--- config.mk ---
export PLATFORM = sky130hd
export DESIGN_NAME = note_stepper
export DESIGN_NICKNAME = d
export VERILOG_FILES = /design/src/rtl/note_stepper.sv
export SDC_FILE = /design/constraint.sdc
export NUM_CORES = 1
export LEC_CHECK = 0
export ABC_CLOCK_PERIOD_IN_PS = 6350
export CORE_MARGIN = 10
export CORE_UTILIZATION = 30
export DETAILED_ROUTE_END_ITERATION = 10
export PLACE_DENSITY = 0.5
export SYNTH_ARGS = -nofsm -noshare
export SYNTH_HDL_FRONTEND = slang
export SYNTH_SLANG_ARGS = --single-unit
--- constraint.sdc ---
create_clock -name i_clk -period 6.35 [get_ports i_clk]
set_input_delay 1.27 -clock i_clk [delete_from_list [all_inputs] [get_ports i_clk]]
set_output_delay 1.27 -clock i_clk [all_outputs]
set_load 0.005 [all_outputs]
--- src/rtl/note_stepper.sv ---
// Note-period stepper: divides the clock to a 1 ms base and pulses o_step once per
// latched timeunit, tracking song position. Define NOTE_STEPPER_FASTSIM_EN to drop the prescaler (1 cycle = 1 ms).
module note_stepper #(
  parameter int unsigned CLK_FREQ_HZ = 50_000_000,
  parameter int unsigned STEP_W      = 8,
  parameter int unsigned SONG_LEN    = 200
) (
  input  logic              i_clk,
  input  logic              i_rst_n,
  input  logic              i_start,
  input  logic              i_pause,
  input  logic [9:0]        i_timeunit,
  output logic              o_step,
  output logic [STEP_W-1:0] o_step_idx,
  output logic              o_running,
  output logic              o_paused,
  output logic              o_done
);

  typedef enum logic [1:0] {S_IDLE, S_RUN, S_PAUSE, S_DONE} state_t;

  state_t            r_state, w_state_nxt;
  logic [9:0]        r_ms_cnt, w_ms_nxt;
  logic [9:0]        r_tu_lat, w_tu_nxt, w_tu_load;
  logic [STEP_W-1:0] r_step_idx, w_idx_nxt, w_idx_inc;
  logic              r_step, w_step_nxt;
  logic              w_tick;
  logic              w_advance;
  logic              w_hit;

  // Resuming from PAUSE counts on the same edge, so pause costs exactly its own cycles.
  assign w_advance = !i_start && !i_pause && (r_state == S_RUN || r_state == S_PAUSE);
  assign w_tu_load = (i_timeunit == 10'd0) ? 10'd1 : i_timeunit;
  assign w_hit     = w_advance && w_tick && (r_ms_cnt == r_tu_lat - 10'd1);
  assign w_idx_inc = r_step_idx + 1'b1;

`ifdef NOTE_STEPPER_FASTSIM_EN
  assign w_tick = 1'b1;
`else
  localparam int unsigned DIV   = CLK_FREQ_HZ / 1000;
  localparam int unsigned PRE_W = (DIV > 1) ? $clog2(DIV) : 1;

  logic [PRE_W-1:0] r_pre;

  assign w_tick = (r_pre == PRE_W'(DIV - 1));

  always_ff @(posedge i_clk or negedge i_rst_n) begin
    if (!i_rst_n) begin
      r_pre <= '0;
    end else if (i_start) begin
      r_pre <= '0;
    end else if (w_advance) begin
      r_pre <= w_tick ? '0 : r_pre + 1'b1;
    end
  end
`endif

  always_comb begin
    w_state_nxt = r_state;
    w_ms_nxt    = r_ms_cnt;
    w_tu_nxt    = r_tu_lat;
    w_idx_nxt   = r_step_idx;
    w_step_nxt  = 1'b0;
    if (i_start) begin
      w_state_nxt = S_RUN;
      w_ms_nxt    = '0;
      w_idx_nxt   = '0;
      w_tu_nxt    = w_tu_load;
    end else begin
      if (r_state == S_RUN && i_pause)
        w_state_nxt = S_PAUSE;
      if (r_state == S_PAUSE && !i_pause)
        w_state_nxt = S_RUN;
      if (w_hit) begin
        w_ms_nxt   = '0;
        w_step_nxt = 1'b1;
        w_idx_nxt  = w_idx_inc;
        w_tu_nxt   = w_tu_load;
        if (w_idx_inc == STEP_W'(SONG_LEN))
          w_state_nxt = S_DONE;
      end else if (w_advance && w_tick) begin
        w_ms_nxt = r_ms_cnt + 10'd1;
      end
    end
  end

  always_ff @(posedge i_clk or negedge i_rst_n) begin
    if (!i_rst_n) begin
      r_state    <= S_IDLE;
      r_ms_cnt   <= '0;
      r_tu_lat   <= 10'd1;
      r_step_idx <= '0;
      r_step     <= 1'b0;
    end else begin
      r_state    <= w_state_nxt;
      r_ms_cnt   <= w_ms_nxt;
      r_tu_lat   <= w_tu_nxt;
      r_step_idx <= w_idx_nxt;
      r_step     <= w_step_nxt;
    end
  end

  assign o_step     = r_step;
  assign o_step_idx = r_step_idx;
  assign o_running  = (r_state == S_RUN);
  assign o_paused   = (r_state == S_PAUSE);
  assign o_done     = (r_state == S_DONE);

endmodule

# Word-level counts from Yosys, hierarchy flattened
# Index checks and enable logic that the tools add are counted.
[totals] reg_bits=47 output_inout_bits=12 word_cells=47
[classes] n_addsub=4 n_eq_ne=6 n_mux=18 reduce_logical=13
[op_table] op="$mux 10" n=6
[op_table] op="$mux 16" n=3
[op_table] op="$add 16x1->16 const B" n=1
[op_table] op="$eq 16x16->1 const B" n=1
[op_table] op="$mux 8" n=2
[op_table] op="$add 10x1->10 const B" n=1
[op_table] op="$eq 10x10->1" n=1
[op_table] op="$logic_not 10->1" n=1
[op_table] op="$mux 2" n=5
[op_table] op="$sub 10x1->10 const B" n=1
[op_table] op="$add 8x1->8 const B" n=1
[op_table] op="$eq 8x8->1 const B" n=1
[op_table] op="$logic_and 1x1->1" n=6
[op_table] op="$eq 2x2->1 const B" n=2
[op_table] op="$reduce_bool 2->1" n=2
[op_table] op="$reduce_bool 3->1" n=1
[op_table] op="$eq 2x1->1 const B" n=1
[op_table] op="$logic_not 1->1" n=2
[op_table] op="$mux 1" n=2
[op_table] op="$logic_or 1x1->1" n=1

# Longest topological paths before layout
[logic_depth] depth_word=7 ltp_mapped=12 ltp_nobuf=8

# Worst setup path after synthesis
# No wires, ideal clock.
[synth_timing] path_kind="input to register" from="input port i_pause" to="register r_tu_lat[7]" arrival_time_ps=2857 t_required_ps=6225 slack_ps=3368 cell_stages=9 path_buffers=3 path_cell_list="nor2_1 -> nand2_1 -> a2111oi_0 -> and4_1 -> buf_6 -> a21o_1 -> buf_6 -> buf_6 -> mux2_4"
[synth_via] elab_chain_len=6
[synth_rtl] element="start, declared" line="11" source="input logic i_pause,"
[synth_rtl] element="$logic_not 1->1" line="32" source="assign w_advance = !i_start && !i_pause && (r_state == S_RUN || r_state == S_PAUSE);"
[synth_rtl] element="$logic_and 1x1->1 (2 in a row)" line="32"
[synth_rtl] element="$logic_and 1x1->1 (2 in a row)" line="34" source="assign w_hit = w_advance && w_tick && (r_ms_cnt == r_tu_lat - 10'd1);"
[synth_rtl] element="$reduce_bool 2->1 (no source line)"
[synth_rtl] element="end signal, assigned" line="97" source="r_tu_lat <= w_tu_nxt;"
[synth_rtl] element="end, declared" line="24" source="logic [9:0] r_tu_lat, w_tu_nxt, w_tu_load;"
# No other way between the ends.
# A chain may end at the register's enable or synchronous reset.

# Final worst setup path
[layout_timing] from="input port i_pause" to="register r_tu_lat[9]"
# Same word-level chain as after synthesis.

==> flow_summary.ini <==
[grt]
grt_overflow = 0
grtUsageMet1_pct = 13.9
track_usage_pct = 10.1
use_met3_pct = 2.09
use_met2_pct = 15.6
top_usage_layer = met2
grt_pass1_wl_mm = 11.2
antenna_found_initial = 0
grt_pass1_vias = 2176
grt_max_degree = 48

[floorplan]
die_area_sq_um = 13600
io_pins = 26
die_w_microns = 117
core_sq_um = 9200
fp-row-count = 35
die_h_microns = 117
initial_core_util_pct = 30.6

[timing]
rsz0062_at_grt = false
layout_setup_ws_ps = 2430
worst_pin_slew_ps = 980
hold_ws_ps = 522
relSlewSlack_pct = 34.7
setup_viol = 0
hold_violations = 0
drv_slew = 0
max_freq_mhz = 255
finalCritPeriodShare_pct = 61.7
setup_tns_ps = 0
clock_skew_ps = 5.30
period_needed_ps = 3920

[cts]
clock_sinks = 47
cts_tree = yes
clk-insertion-delay-late_ps = 300
root_buffer = clkbuf_8
htree_levels = 2
clk_pin_slew_ps = 90
cts_setup_buffers = 0
cts_hold_buf = 0
cts_made_buffers = 5
cts_buffer_depth = 2
cts_resized = 0

[yosys]
netlist_area_sq_um = 2810
synth_top_area_share_pct = 41.0
synth-edff-count = 0
synthDistinctLibCells = 49
syn_nets = 322
yosys_warnings = 0
ys_async_sr_fraction_pct = 100
postSynthAreaPerCell_sq_um = 9.34
yosysMostFrequentCell = dfrtp_1
netlist_instances = 301
yosysTopAreaCell = dfrtp_1
yosysSeqAreaShare_pct = 41.9
synthTopCellsByArea = dfrtp_1 41%, o21ai_0 4.5%, nor2_1 4.4%
ys_ff_latch = 47
synth.top_cells.by_count = 46 x dfrtp_1, 33 x nor2_1, 25 x o21ai_0, 20 x nand2_1
synth_flop_cell = dfrtp_1

[power]
power_frac_seq_pct = 50.9
clockPowerShare_pct = 36.7
switching_share_pct = 24.8
p_int_mw = 0.475
total_leakage_power_nw = 1.34
powerDensity_nw_per_um2 = 194
switchingPower_mw = 0.156
vdd_drop_max_uv = 85.5
combPwrFrac_pct = 12.4

[placement]
gp_congestion = 0.750
dp_hpwl_mm = 4.58
io_buffers = 25
place_area_sq_um = 3130
preCtsSetupSlack_ps = 2130

[run_status]
status = completed

[detailed_routing]
dr_total_vias = 2242
viasPerCell = 5.14
wl_per_cell_microns = 14.9
wl_mm = 6.51
drc_errors = 0
first_iter_violations = 76
first_pass_iters = 4
ant_nets = 0

[worst_setup_path]
r2r_slack_ps = 3030
cp_data_arrival_time_ps = 4100
cp_max_fo = 26
critPathKind = primary input to flip-flop
critPathRequiredTime_ps = 6530
cp-end-kind = flip-flop
cp-start-kind = primary input

[cells_and_area]
stdcell_area_sq_um = 3250
area_delta_synth_final_pct = 15.7
diodes = 0
drive_above_1_share_pct = 8.00
fin_nets = 345

[job]
max-cap-violations = 0

[min_path]
min_path_type = flip-flop to flip-flop
final timing paths:
kind | to | start | cells after the start
worst max-delay path | r_tu_lat[9] | i_pause | 7
worst min-delay path | r_pre[1] | r_pre[1] | 2
worst max register to register | r_tu_lat[9] | r_tu_lat[0] | 8
worst min register to register | r_pre[1] | r_pre[1] | 2
max in group asynchronous | r_pre[13] | i_rst_n | 2
min in group asynchronous | o_step_idx[3] | i_rst_n | 2
registers in the layout (all words and copies together), names as in the netlist:
register	cells
o_step_idx	8
r_state	2
r_ms_cnt	10
o_step	1
r_pre	16
r_tu_lat	10
cell families (layout without fill, tap and decap cells):
kind of cell               after synthesis  count (layout)  synth area share, %
and+or+nand+nor                        131             131                 24.9
AOI/OAI and AO/OA                       56              56                 12.6
DFF                                     47              47                 41.9
buffers and inverters                   24              48                 4.27
xor gates and xnor gates                22              22                 7.39
muxes                                   14              14                 5.74
adders and majority gates                7               7                 3.12
stage by stage:
step	util (%)	instances	total power, mW
after floorplan	-	301	0.376
after global routing	35.4	436	0.663
after global placement	34.1	428	0.405
final	35.4	436	0.631
after detailed placement	34.1	428	0.406
after CTS	35.4	436	0.644
metal layers:
layer  vias up  routed length (microns)
met4         0                       52
met3         4                      232
met1      1083                     3230
li1       1124                        -
met2        31                     2990
met5         -                        0
cell usage in the layout (no fill, tap or decap), drive strengths merged, types with 3 or more instances in the layout:
| master | n |
|---|---|
| o211ai | 4 |
| nor2b | 5 |
| a31oi | 4 |
| nor4 | 3 |
| nor2 | 33 |
| xnor2 | 11 |
| ha | 7 |
| o31ai | 5 |
| nand3 | 14 |
| inv | 14 |
| xor2 | 10 |
| o21ai | 26 |
| mux2i | 3 |
| nand2 | 20 |
| or3 | 4 |
| clkbuf | 6 |
| nand4 | 7 |
| clkdlybuf4s50 | 24 |
| nor3b | 3 |
| dfrtp | 46 |
| a21oi | 4 |
| and3 | 9 |
| nor3 | 6 |
| and2 | 8 |
| nand2b | 6 |
| mux2 | 11 |
| nor4b | 3 |
area by class of cell:
type | count | area [sq um]
Fill cell | 937 | 5940
Tap cell | 111 | 139
Clock buffer | 6 | 82.6
Sequential cell | 47 | 1180
Clock inverter | 2 | 35.0
Multi-Input combinational cell | 230 | 1510
Inverter | 14 | 52.6
Timing Repair Buffer | 26 | 253
critical path, stage by stage:
cell	delay, ps
clkdlybuf4s50_1	450
nor2_1	240
nand2_1	140
a2111oi_0	360
and4_1	400
a21o_1	820
mux2_2	420
power groups by stage:
stage | registers, mW | logic [mW] | clock network [mW]
3_3_place_gp | 0.326 | 0.0786 | 0
4_1_cts | 0.321 | 0.0798 | 0.244
3_5_place_dp | 0.327 | 0.0794 | 0
6_report | 0.321 | 0.0785 | 0.232
5_1_grt | 0.323 | 0.0873 | 0.252
2_1_floorplan | 0.323 | 0.0526 | 0
Power figures use the tool's default switching activity.
